## src/rtl/arith_mp_seq.sv

```systemverilog
// rtl/arith_mp_seq.sv - multi-word streaming ADD/SUB/SHL/SHR with chained carry
// Optional signed-overflow flag is built only when ARITH_SEQ_OVF_EN is defined.
module arith_mp_seq #(
    parameter int DATA_WIDTH = 8,
    parameter int MAX_LEN_W  = 4
) (
    input  logic                  clk,
    input  logic                  rst,
    input  logic                  cmd_valid,
    output logic                  cmd_ready,
    input  logic [1:0]            cmd_op,
    input  logic [MAX_LEN_W-1:0]  cmd_len,
    input  logic                  cmd_cin,
    input  logic                  in_valid,
    output logic                  in_ready,
    input  logic [DATA_WIDTH-1:0] in_a,
    input  logic [DATA_WIDTH-1:0] in_b,
    output logic                  out_valid,
    input  logic                  out_ready,
    output logic [DATA_WIDTH-1:0] out_data,
    output logic                  out_last,
    output logic                  done_carry,
    output logic                  done_zero,
    output logic                  done_ovf,
    output logic                  busy
);

    typedef enum logic [1:0] {IDLE, RUN, FLUSH} state_t;

    localparam logic [1:0] OP_ADD = 2'd0;
    localparam logic [1:0] OP_SUB = 2'd1;
    localparam logic [1:0] OP_SHL = 2'd2;
    localparam logic [1:0] OP_SHR = 2'd3;
    localparam int         MSB    = DATA_WIDTH - 1;

    state_t                state;
    logic [1:0]            op_q;
    logic [MAX_LEN_W-1:0]  len_q;
    logic [MAX_LEN_W-1:0]  cnt;
    logic                  carry;
    logic                  zero_acc;

    logic                  in_fire;
    logic                  last_word;
    logic                  zero_next;
    logic [DATA_WIDTH-1:0] res;
    logic                  next_c;
    logic [DATA_WIDTH:0]   sum_ext;
    logic [DATA_WIDTH:0]   diff_ext;

    assign cmd_ready = (state == IDLE);
    assign busy      = (state != IDLE);
    assign in_ready  = (state == RUN) && (!out_valid || out_ready);
    assign in_fire   = in_valid && in_ready;
    assign last_word = (cnt == len_q);

    // The extra top bit of each extended result is the carry / borrow out of the word.
    assign sum_ext  = {1'b0, in_a} + {1'b0, in_b} + {{DATA_WIDTH{1'b0}}, carry};
    assign diff_ext = {1'b0, in_a} - {1'b0, in_b} - {{DATA_WIDTH{1'b0}}, carry};

    always_comb begin
        res    = '0;
        next_c = 1'b0;
        case (op_q)
            OP_ADD: begin
                res    = sum_ext[MSB:0];
                next_c = sum_ext[DATA_WIDTH];
            end
            OP_SUB: begin
                res    = diff_ext[MSB:0];
                next_c = diff_ext[DATA_WIDTH];
            end
            OP_SHL: begin
                res    = {in_a[MSB-1:0], carry};
                next_c = in_a[MSB];
            end
            default: begin
                res    = {carry, in_a[MSB:1]};
                next_c = in_a[0];
            end
        endcase
    end

    assign zero_next = zero_acc && (res == '0);

    always_ff @(posedge clk) begin
        if (rst) begin
            state      <= IDLE;
            op_q       <= OP_ADD;
            len_q      <= '0;
            cnt        <= '0;
            carry      <= 1'b0;
            zero_acc   <= 1'b0;
            out_valid  <= 1'b0;
            out_last   <= 1'b0;
            out_data   <= '0;
            done_carry <= 1'b0;
            done_zero  <= 1'b0;
        end else begin
            case (state)
                IDLE: begin
                    if (cmd_valid) begin
                        op_q     <= cmd_op;
                        len_q    <= cmd_len;
                        carry    <= cmd_cin;
                        cnt      <= '0;
                        zero_acc <= 1'b1;
                        state    <= RUN;
                    end
                end
                RUN: begin
                    if (in_fire) begin
                        out_data  <= res;
                        out_valid <= 1'b1;
                        out_last  <= last_word;
                        carry     <= next_c;
                        cnt       <= cnt + {{(MAX_LEN_W-1){1'b0}}, 1'b1};
                        zero_acc  <= zero_next;
                        if (last_word) begin
                            done_carry <= next_c;
                            done_zero  <= zero_next;
                            state      <= FLUSH;
                        end
                    end else if (out_valid && out_ready) begin
                        out_valid <= 1'b0;
                    end
                end
                FLUSH: begin
                    // Only the final word can be pending here; its handshake ends the op.
                    if (out_valid && out_ready) begin
                        out_valid <= 1'b0;
                        out_last  <= 1'b0;
                        state     <= IDLE;
                    end
                end
                default: state <= IDLE;
            endcase
        end
    end

`ifdef ARITH_SEQ_OVF_EN
    logic ovf_word;
    logic ovf_q;

    always_comb begin
        ovf_word = 1'b0;
        case (op_q)
            OP_ADD:  ovf_word = (in_a[MSB] == in_b[MSB]) && (res[MSB] != in_a[MSB]);
            OP_SUB:  ovf_word = (in_a[MSB] != in_b[MSB]) && (res[MSB] != in_a[MSB]);
            default: ovf_word = 1'b0;
        endcase
    end

    always_ff @(posedge clk) begin
        if (rst) begin
            ovf_q <= 1'b0;
        end else if (state == RUN && in_fire && last_word) begin
            ovf_q <= ovf_word;
        end
    end

    assign done_ovf = ovf_q;
`else
    assign done_ovf = 1'b0;
`endif

endmodule

```

## config.mk

```make
export PLATFORM = sky130hd
export DESIGN_NAME = arith_mp_seq
export DESIGN_NICKNAME = d
export VERILOG_FILES = /design/src/rtl/arith_mp_seq.sv
export SDC_FILE = /design/constraint.sdc
export NUM_CORES = 1
export LEC_CHECK = 0
export ABC_AREA = 0
export BUFFER_PORTS_ARGS = -buffer_cell sky130_fd_sc_hd__buf_2
export CORE_AREA = 10 10 77 79
export CTS_CLUSTER_DIAMETER = 80
export DETAILED_ROUTE_END_ITERATION = 10
export DIE_AREA = 0 0 87 89
export PLACE_DENSITY = 0.76
export SKIP_CTS_REPAIR_TIMING = 1
export SLEW_MARGIN = 20
export SYNTH_ARGS = -nofsm -noshare
export SYNTH_HDL_FRONTEND = slang
export SYNTH_SLANG_ARGS = --single-unit
```

## constraint.sdc

```tcl
create_clock -name clk -period 4 [get_ports clk]
set_input_delay 0.8 -clock clk [delete_from_list [all_inputs] [get_ports clk]]
set_output_delay 0.8 -clock clk [all_outputs]
set_load 0.005 [all_outputs]
```

==> summary.log <==
qor: status.status finished clean
qor: synth.share_of_synthesized_area_occupied_by_flip_flops_and_latches 0.224
qor: drt.antenna_left 0
qor: synth.synthesis.area 2330 µm²
qor: global_route.use_met3 0.0273
qor: setup_path.crit_path_end_kind register
qor: cts.cts.root.buffer_cell clkbuf_8
qor: timing.hold_slack 0.456 ns
qor: timing.fin_tns_setup 0 ns
qor: setup_path.crit_chain buf_2 > fa_1 > fa_1 > mux4_2 > or4b_1 > nor4_2 > nand2_1 > o31ai_2
qor: cts.clock_sink_count 26
qor: worst_hold_path.min-delay-path-class register to register
qor: global_route.antenna_found_initial 0
qor: cts.cts-buffers-inserted 3
qor: timing.timing.final.setup_violations 0
qor: placement.globalplace.congestion 0.875
qor: pwr.power.leakage 1.15 nW
qor: drt.drc_errors 0
qor: setup_path.critPathRequiredTime 4.18 ns
qor: timing.tightestPinTransition 0.652 ns
qor: pwr.powerDensity 354 nW/µm²
qor: setup_path.cp.arrival 3.35 ns
qor: synth.synth_enable_flop_cells 0
qor: global_route.pin_count_of_the_biggest_net_entering_global_routing 27
qor: global_route.grt_use_met2 0.256
qor: die.rows 25
qor: cts.clk-insertion-delay-late 0.26 ns
qor: synth.syn_nets 358
qor: die.die_width 87 µm
qor: setup_path.crit_path_end done_zero$_SDFFE_PP0P_
qor: run.drv_cap 0
qor: timing.max_clock_freq 316 MHz
qor: drt.drt_first_iter_violations 164
qor: die.floorplan.core_area 4540 µm²
qor: setup_path.timing.critical_path.fanout_max 4
qor: timing.setup_repair_after_global_routing_missed_its_margin false
qor: drt.routed_wl 5550 µm
qor: global_route.global_route.overflow_total 0
qor: drt.vias 2126
qor: drt.via_per_inst 5.48
qor: setup_path.reg2reg_slack 1.04 ns
qor: global_route.first_global_vias 2167
qor: setup_path.critical-path-max-stage-delay 0.53 ns
qor: cts.htree_num_levels 1
qor: worst_hold_path.worstHoldStart out_data[6]$_SDFFE_PP0P_
qor: synth.synth-main-ff-cell dfxtp_1
qor: global_route.grt_most_used_layer met2
qor: cells_and_area.area_delta_synth_final 11.0%
qor: die.die_area 7740 µm²
qor: die.floorplan.initialDensity 0.513
qor: setup_path.worstSetupStartpointType primary input
qor: cts.clk_pin_slew_worst_paths 0.08 ns
qor: timing.timing.final.crit_share 0.791
qor: die.floorplan.io_pins 44
qor: cts.cts_buffer_depth 2
qor: synth.syn_inst 301
qor: setup_path.crit_type primary input to register
qor: placement.portBuffers 42
qor: synth.yosys_warnings 0
qor: cts.cts_tree done
qor: synth.synth.lib_cells_used.distinct 65
qor: global_route.grt_util_all_layers 0.149
qor: synth.syn-mean-instance-area 7.73 µm²
qor: setup_path.critical_path.slowest_cell or4b_1
qor: pwr.power.ir.vdd_worst 0.140 mV
qor: pwr.power 0.914 mW
qor: setup_path.critical_path.most_common_cell fa_1
qor: drt.wl_per_cell 14.3 µm
qor: synth.async_flop_share 0
qor: drt.detailedRoute.firstPassIterationCount 4
qor: timing.relSlewSlack 0.565
qor: cells_and_area.post_route_cells_drive_above_1_share 0.165
qor: die.die-height 89 µm
qor: setup_path.timing.critical_path.from in_a[0]
qor: setup_path.reg2reg_from carry$_SDFFE_PP0P_
qor: timing.final-hold-violation-count 0
qor: setup_path.r2r_cells 8
qor: timing.maxSlewViolCount 0
qor: global_route.grt.met1_usage 0.187
qor: timing.final.min_clock_period 3.16 ns
qor: cells_and_area.n_antenna_cell 0
qor: timing.fin_skew 0.00172 ns
qor: placement.dp_hpwl 4560 µm
qor: setup_path.r2r_end done_zero$_SDFFE_PP0P_
qor: synth.postSynthRegisterBits 26
qor: cells_and_area.nets 393
qor: global_route.grt_first_pass_wirelength 9810 µm
## power breakdown
group | leakage, nW | switching, mW | internal [mW]
Clock | 0.0216 | 0.0768 | 0.0674
Combinational | 0.920 | 0.256 | 0.194
Sequential | 0.212 | 0.0292 | 0.290
## through the flow
stage / util / std cells / cell area (µm²) / worst slack (ns)
finish: 0.570 / 388 / 2580 / 0.836
global route: 0.570 / 388 / 2580 / 0.675
CTS: 0.570 / 388 / 2580 / 0.840
detailed placement: 0.561 / 385 / 2540 / 0.568
global placement: 0.561 / 385 / 2540 / 0.653
floorplan: - / 301 / 2330 / 0.842
## worst min path at each step
| stage | to | depth (start not counted) |
|---|---|---|
| after global routing | out_data[2]$_SDFFE_PP0P_ | 2 |
| after global placement | out_data[6]$_SDFFE_PP0P_ | 2 |
| after floorplan | len_q[0]$_SDFFE_PP0P_ | 2 |
| after CTS | out_data[6]$_SDFFE_PP0P_ | 2 |
| after detailed placement | out_data[6]$_SDFFE_PP0P_ | 2 |
| final | out_data[6]$_SDFFE_PP0P_ | 2 |
## placed cells by master, fill, tap and decap left out, types with 3 or more instances in the layout
cell	synthesis	layout
a211oi_1	3	3
a21oi_1	24	24
a311oi_1	3	3
a31oi_1	3	3
buf_2	2	42
clkbuf_8	0	3
dfxtp_1	26	26
fa_1	4	4
ha_1	25	25
inv_1	31	31
mux2i_1	6	6
nand2_1	33	33
nand2b_1	9	9
nand3_1	9	9
nand3b_1	3	3
nor2_1	27	27
nor2b_1	5	5
nor3_1	5	5
o211ai_1	3	3
o21ai_0	4	4
o21ai_1	5	5
or2_1	3	3
xnor2_1	8	8
xor2_1	4	4
## worst max-delay path: cells and delay by family
| kind | cells | cell delay [ns] |
|---|---|---|
| AOI/OAI and AO/OA | 1 | 0.23 |
| muxes | 1 | 0.47 |
| buffers and inverters | 1 | 0.13 |
| and+or+nand+nor | 3 | 0.80 |
| adders and majority gates | 2 | 0.91 |
## kinds of logic after synthesis
logic type               synth area share
AO/OA/AOI/OAI                       0.202
XOR/XNOR                           0.0452
adder cells (fa/ha/maj)             0.169
buffers and inverters              0.0817
flip-flops                          0.224
multiplexers                       0.0403
other                             0.00161
AND/OR/NAND/NOR                     0.237
## registers in the layout, indices dropped and copies added (netlist names)
register,count
done_carry,1
op_q,2
out_data,8
len_q,4
zero_acc,1
carry,1
cnt,4
state,2
out_valid,1
done_zero,1
out_last,1
## cells in the mapped netlist, drive strengths merged, types with 3 or more instances
cell type / number / area share
inv: 31 / 0.050
nor2b: 5 / 0.013
mux2i: 6 / 0.026
xnor2: 8 / 0.030
nand2b: 9 / 0.024
xor2: 4 / 0.015
or2: 5 / 0.013
a211oi: 3 / 0.0097
nand3b: 3 / 0.0097
nor4: 3 / 0.011
o211ai: 4 / 0.015
a311oi: 3 / 0.011
o21ai: 9 / 0.019
fa: 4 / 0.034
nor3: 5 / 0.011
nand3: 9 / 0.019
nand2: 33 / 0.053
buf: 7 / 0.020
clkbuf: 6 / 0.0097
dfxtp: 26 / 0.22
nor2: 27 / 0.044
ha: 25 / 0.13
a31oi: 3 / 0.0081
a21oi: 24 / 0.052
## layer usage
layer | part of all wire | vias up
met4 | 0.0087 | 0
met1 | 0.46 | 961
li1 | - | 1114
met2 | 0.47 | 45
met3 | 0.052 | 6
met5 | 0 | -
## layout make-up
type / instances / area [µm²]
tap: 54 / 67.6
timing repair buffer: 43 / 218
multi-input combinational: 230 / 1620
clock buffer: 3 / 41.3
sequential: 26 / 520
inverter: 32 / 120
fill: 443 / 1950
Power figures use the tool's default switching activity.
